$ cat src/rtl/shared_ram_arbiter.sv
// ---------------------------------------------------------------------------
// shared_ram_arbiter
//
// Shares one single-port RAM between NUM_REQ requesters. Each transaction is
// served in full before the next one is chosen. A requester holds req high
// until it sees its one-cycle done pulse. Addresses whose upper nibble is not
// 4'h0 fall outside the RAM region. They finish at once with err=1 and never
// touch the RAM.
//
// Configuration macro:
//   SHARED_RAM_ARB_FIXED_PRIO_EN  defined   -> fixed priority, lowest index wins
//                                 undefined -> round-robin starting after the
//                                              most recent winner (default)
//
// Ports:
//   clk        in   rising-edge clock
//   rst_n      in   asynchronous active-low reset
//   req        in   [NUM_REQ]         request level per requester
//   req_we     in   [NUM_REQ]         1 = write, 0 = read
//   req_addr   in   [NUM_REQ*ADDR_W]  packed addresses, requester i at i*ADDR_W
//   req_wdata  in   [NUM_REQ*DATA_W]  packed write data
//   done       out  [NUM_REQ]         one-hot completion pulse
//   err        out                    out-of-region flag, valid with done
//   rdata      out  [DATA_W]          read data, valid with done on reads
//   mem_en     out                    RAM strobe
//   mem_we     out                    RAM write enable
//   mem_addr   out  [ADDR_W]          RAM address
//   mem_wdata  out  [DATA_W]          RAM write data
//   mem_rdata  in   [DATA_W]          RAM read data, RD_LATENCY cycles after mem_en
// ---------------------------------------------------------------------------
module shared_ram_arbiter #(
    parameter int NUM_REQ    = 3,
    parameter int ADDR_W     = 8,
    parameter int DATA_W     = 8,
    parameter int RD_LATENCY = 1
) (
    input  logic                        clk,
    input  logic                        rst_n,
    input  logic [NUM_REQ-1:0]          req,
    input  logic [NUM_REQ-1:0]          req_we,
    input  logic [NUM_REQ*ADDR_W-1:0]   req_addr,
    input  logic [NUM_REQ*DATA_W-1:0]   req_wdata,
    output logic [NUM_REQ-1:0]          done,
    output logic                        err,
    output logic [DATA_W-1:0]           rdata,
    output logic                        mem_en,
    output logic                        mem_we,
    output logic [ADDR_W-1:0]           mem_addr,
    output logic [DATA_W-1:0]           mem_wdata,
    input  logic [DATA_W-1:0]           mem_rdata
);

    // state    | meaning
    // ---------+-----------------------------------------------------------
    // S_IDLE   | sample req, pick a winner, latch its command
    // S_ACCESS | mem_en high for one cycle
    // S_WAIT   | read latency countdown, capture mem_rdata when count is 1
    // S_RESP   | done[winner] pulse with err
    typedef enum logic [1:0] {
        S_IDLE,
        S_ACCESS,
        S_WAIT,
        S_RESP
    } state_t;

    localparam int IDX_W = (NUM_REQ > 1) ? $clog2(NUM_REQ) : 1;
    localparam int CNT_W = 4;

    state_t             state;
    logic [IDX_W-1:0]   win_idx;
    logic               lat_we;
    logic [CNT_W-1:0]   lat_cnt;

    logic [IDX_W-1:0]   sel_idx;
    logic               sel_any;
    logic               sel_we;
    logic [ADDR_W-1:0]  sel_addr;
    logic [DATA_W-1:0]  sel_wdata;
    logic               sel_in_region;

    function automatic logic [NUM_REQ-1:0] onehot(input logic [IDX_W-1:0] idx);
        logic [NUM_REQ-1:0] v;
        v      = '0;
        v[idx] = 1'b1;
        return v;
    endfunction

`ifdef SHARED_RAM_ARB_FIXED_PRIO_EN
    // The loop runs from the top index down, so the lowest active index
    // assigns last and wins.
    always_comb begin
        sel_idx = '0;
        sel_any = 1'b0;
        for (int i = NUM_REQ - 1; i >= 0; i--) begin
            if (req[i]) begin
                sel_idx = IDX_W'(i);
                sel_any = 1'b1;
            end
        end
    end
`else
    logic [IDX_W-1:0]   last;
    logic [IDX_W:0]     cand;

    // The search covers last+1 .. last+NUM_REQ. Each candidate index wraps
    // back into range by one subtraction. A true modulo is not needed here.
    always_comb begin
        sel_idx = '0;
        sel_any = 1'b0;
        cand    = '0;
        for (int k = 1; k <= NUM_REQ; k++) begin
            cand = {1'b0, last} + (IDX_W+1)'(k);
            if (cand >= (IDX_W+1)'(NUM_REQ))
                cand = cand - (IDX_W+1)'(NUM_REQ);
            if (!sel_any && req[cand[IDX_W-1:0]]) begin
                sel_idx = cand[IDX_W-1:0];
                sel_any = 1'b1;
            end
        end
    end
`endif

    always_comb begin
        sel_we    = 1'b0;
        sel_addr  = '0;
        sel_wdata = '0;
        for (int i = 0; i < NUM_REQ; i++) begin
            if (sel_idx == IDX_W'(i)) begin
                sel_we    = req_we[i];
                sel_addr  = req_addr[i*ADDR_W +: ADDR_W];
                sel_wdata = req_wdata[i*DATA_W +: DATA_W];
            end
        end
    end

    assign sel_in_region = (sel_addr[ADDR_W-1 -: 4] == 4'h0);

    always_ff @(posedge clk or negedge rst_n) begin
        if (!rst_n) begin
            state     <= S_IDLE;
            win_idx   <= '0;
            lat_we    <= 1'b0;
            lat_cnt   <= '0;
            done      <= '0;
            err       <= 1'b0;
            rdata     <= '0;
            mem_en    <= 1'b0;
            mem_we    <= 1'b0;
            mem_addr  <= '0;
            mem_wdata <= '0;
`ifndef SHARED_RAM_ARB_FIXED_PRIO_EN
            last      <= IDX_W'(NUM_REQ - 1);
`endif
        end else begin
            case (state)
                S_IDLE: begin
                    done <= '0;
                    err  <= 1'b0;
                    if (sel_any) begin
                        win_idx   <= sel_idx;
                        lat_we    <= sel_we;
                        mem_addr  <= sel_addr;
                        mem_wdata <= sel_wdata;
`ifndef SHARED_RAM_ARB_FIXED_PRIO_EN
                        last      <= sel_idx;
`endif
                        if (sel_in_region) begin
                            mem_en <= 1'b1;
                            mem_we <= sel_we;
                            state  <= S_ACCESS;
                        end else begin
                            // Out-of-region: answer in the next cycle, RAM untouched.
                            done  <= onehot(sel_idx);
                            err   <= 1'b1;
                            state <= S_RESP;
                        end
                    end
                end

                S_ACCESS: begin
                    mem_en <= 1'b0;
                    mem_we <= 1'b0;
                    if (lat_we) begin
                        done  <= onehot(win_idx);
                        state <= S_RESP;
                    end else begin
                        lat_cnt <= CNT_W'(RD_LATENCY);
                        state   <= S_WAIT;
                    end
                end

                S_WAIT: begin
                    if (lat_cnt == CNT_W'(1)) begin
                        rdata <= mem_rdata;
                        done  <= onehot(win_idx);
                        state <= S_RESP;
                    end else begin
                        lat_cnt <= lat_cnt - CNT_W'(1);
                    end
                end

                S_RESP: begin
                    done  <= '0;
                    err   <= 1'b0;
                    state <= S_IDLE;
                end

                default: begin
                    state <= S_IDLE;
                end
            endcase
        end
    end

endmodule

$ cat config.mk
export PLATFORM = sky130hd
export DESIGN_NAME = shared_ram_arbiter
export DESIGN_NICKNAME = d
export VERILOG_FILES = /design/src/rtl/shared_ram_arbiter.sv
export SDC_FILE = /design/constraint.sdc
export NUM_CORES = 1
export LEC_CHECK = 0
export ABC_AREA = 1
export BUFFER_PORTS_ARGS = -buffer_cell sky130_fd_sc_hd__buf_2
export CELL_PAD_IN_SITES_DETAIL_PLACEMENT = 0
export CELL_PAD_IN_SITES_GLOBAL_PLACEMENT = 1
export CORE_UTILIZATION = 37
export DETAILED_ROUTE_END_ITERATION = 10
export PLACE_DENSITY = 0.88
export SYNTH_ARGS = -nofsm -noshare
export SYNTH_HDL_FRONTEND = slang
export SYNTH_SLANG_ARGS = --single-unit
$ cat constraint.sdc
create_clock -name clk -period 7.05 [get_ports clk]
set_input_delay 1.41 -clock clk [delete_from_list [all_inputs] [get_ports clk]]
set_output_delay 1.41 -clock clk [all_outputs]
set_load 0.01 [all_outputs]
==> results.py <==
metrics = {
    "outcome": {
        "outcome": "complete, no violations",
    },
    "clocking": {
        "clk_pin_slew_ns": 0.08,
        "cts-buffers-inserted": 5,
        "clockBufferDepth": 2,
        "clock-sinks": 40,
        "h-tree-depth": 2,
        "clock_latency_ns": 0.30,
        "cts_setup_buffers": 0,
        "cts_tree": "done",
        "cts_resized": 0,
        "cts-root-buf": "clkbuf_8",
        "ctsHoldBuffers": 0,
    },
    "synth": {
        "yosysTopAreaCellShare": 0.420,
        "syn_inst": 271,
        "synth_ff_type": "dfrtp_1",
        "synth_area_leaders": "dfrtp_1 (42%), nand2_1 (9.0%), ha_1 (5.4%)",
        "postSynth.asyncResetShare": 1.00,
        "synth.net_count": 345,
        "synth_top_area_cell": "dfrtp_1",
        "seq_area_frac_synth": 0.431,
        "ys_types": 32,
        "synthesis.area_sq_um": 2320,
        "synth_seq_cells": 40,
        "yosysWarnings": 0,
        "synth_edf_count": 0,
        "syn_area_per_cell_sq_um": 8.58,
    },
    "hold_path": {
        "holdCritStartpoint": "mem_addr[0]",
        "hold_class": "flop to flop",
    },
    "placed_design": {
        "dpl-instance-area_sq_um": 2830,
        "portBuffers": 93,
        "place_congestion": 0.806,
        "place_ws_ns": 3.38,
        "hpwl_um": 4140,
    },
    "worst_setup_path": {
        "path_depth": 12,
        "critical_path_class": "input port to flop",
        "cp.required_ns": 7.24,
        "cpPeakStageDelay_ns": 0.57,
        "r2r_start": "win_idx[0]",
        "cp_top_family": "simple AND/OR/NAND/NOR gates",
        "path_buf_inv": 4,
        "startpoint": "req[2]",
        "r2r_slack_ns": 3.73,
        "r2r-end": "mem_addr[2]",
        "critical_path.endpoint_type": "flop",
        "endpoint": "mem_addr[2]",
        "crit_arrival_ns": 3.56,
        "crit_top_cell": "inv_1",
        "cp_max_fo": 29,
        "reg2reg_depth": 13,
        "crit_slowest_cell": "nor2_1",
        "crit_path_start_kind": "input port",
        "crit_chain": "buf_2 > inv_1 > o21ai_1 > nand2_1 > nand2_2 > a21oi_1 > nor2_1 > inv_1 > a21oi_1 > nand2_1 > o21ai_0 > inv_1",
    },
    "floorplanning": {
        "fp.dieH_um": 81.3,
        "ioPinCount": 94,
        "chipWidth_um": 81.3,
        "rows": 28,
        "core_area_sq_um": 5990,
        "die_area_sq_um": 6600,
        "start_util": 0.388,
    },
    "detailed_routing": {
        "drt-met1-wl_um": 2470,
        "dr.max_layer_used": "met4",
        "avgViaCountPerCell": 4.83,
        "vias": 2119,
        "totalWireLength_um": 5400,
        "met2RoutedLength_um": 2530,
        "wl_per_cell_um": 12.3,
        "ant_nets": 0,
        "detail_route.drc_violations": 0,
        "drt_iter0_markers": 128,
        "wl_met3_um": 347,
        "dr.pass1.iters": 4,
    },
    "sta": {
        "worst_pin_slew_ns": 0.893,
        "rsz0062_at_grt": "false",
        "timing.final.crit_share": 0.478,
        "max-slew-margin-rel": 0.405,
        "final.setup_skew_ns": 0.00717,
        "finalSetupViolCount": 0,
        "hold_viol_final": 0,
        "timing.final.crit_period_ns": 3.37,
        "finalSetupTns_ns": 0,
        "setup_ws_ns": 3.68,
        "max_freq_mhz": 297,
        "finalMaxSlewViolations": 0,
    },
    "pwr": {
        "finalPower_w": 0.00166,
        "ir_drop_uv": 307,
        "pwr_density_cell_nw_per_um2": 562,
        "p_leak_nw": 1.56,
    },
    "grt": {
        "grt_max_degree": 41,
        "grt_pass1_wl_um": 8860,
        "grt_pass1_vias": 1919,
        "grt-ovfl-total": 0,
        "track_usage": 0.176,
        "antenna_found_initial": 0,
    },
    "final_layout": {
        "area_growth_pct": 26.7,
        "final_cell_area_sq_um": 2950,
        "nNetsFinal": 437,
        "drive_above_1_share": 0.368,
        "utilization": 0.492,
        "diodes": 0,
    },
    "run": {
        "maxCapViolCount": 0,
    },
}
==> per-layer routing <==
layer / GRT usage / up-vias
met5: 0 / -
met4: 0.0429 / 0
met3: 0.0517 / 6
met2: 0.278 / 64
met1: 0.234 / 955
li1: - / 1094
==> report_power, final <==
part           leakage [nW]  internal [W]  switching (W)
logic                  1.01      0.000394       0.000648
clock network        0.0614      0.000116      0.0000834
registers             0.491      0.000348      0.0000664
total                  1.56      0.000858       0.000798
==> synth_stat cells, types with 4 or more instances <==
library cell  instances
a21oi_1              21
a22o_1               12
ha_1                 10
nand3_1              21
nand2_2               7
nor3_1                4
inv_1                23
mux2_2                8
o21ai_1               7
nand2_1              56
nor2_2                5
o21ai_0              15
dfrtp_1              39
nor2_1               15
==> stage by stage <==
stage               hold slack [ns]  cells
floorplan                     0.466    271
global placement              0.468    431
detailed placement            0.468    431
CTS                           0.493    439
global route                  0.524    439
finish                        0.488    439
==> registers in the layout, indices dropped and copies added (netlist names), 2 cells and up <==
register   count
mem_addr       8
mem_wdata      8
rdata          8
lat_cnt        4
done           3
state          2
win_idx        2
==> cells in the final DEF (no fill, tap or decap), types with 8 or more instances in the layout <==
master / instances
nor2_1: 15
nand3_1: 21
buf_2: 93
ha_1: 10
nand2_1: 56
a22o_1: 12
a21oi_1: 21
o21ai_0: 15
inv_1: 23
dfrtp_1: 39
mux2_2: 8
==> cell type report <==
| type | count | area (sq um) |
|---|---|---|
| multi-input combinational | 197 | 1160 |
| fill | 589 | 3040 |
| inverter | 26 | 100 |
| clock inverter | 2 | 38.8 |
| timing repair buffer | 93 | 465 |
| clock buffer | 6 | 82.6 |
| tap | 75 | 93.8 |
| sequential | 40 | 1000 |
==> cells by family after synthesis <==
| logic type | count (synthesis) | synth area share |
|---|---|---|
| multiplexers | 8 | 0.0388 |
| buffers and inverters | 34 | 0.0684 |
| flip-flops | 40 | 0.431 |
| adder cells (fa/ha/maj) | 10 | 0.0538 |
| AND/OR/NAND/NOR | 116 | 0.242 |
| AO/OA/AOI/OAI | 60 | 0.154 |
| XOR/XNOR | 3 | 0.0113 |
==> tightest hold or removal path: stages, from the launching register on <==
cell and delay [ns]:
dfrtp_1 0.35, nand2_1 0.05, o21ai_0 0.06
==> worst min-delay path by stage <==
stage	endpoint	slack, ns	depth (start not counted)
after floorplan	lat_we	0.47	2
after global placement	mem_wdata[5]	0.47	2
after detailed placement	mem_addr[5]	0.47	2
after CTS	mem_addr[0]	0.49	2
after global routing	mem_wdata[3]	0.52	2
final	mem_addr[0]	0.49	2
(Power assumes the default switching activity.)
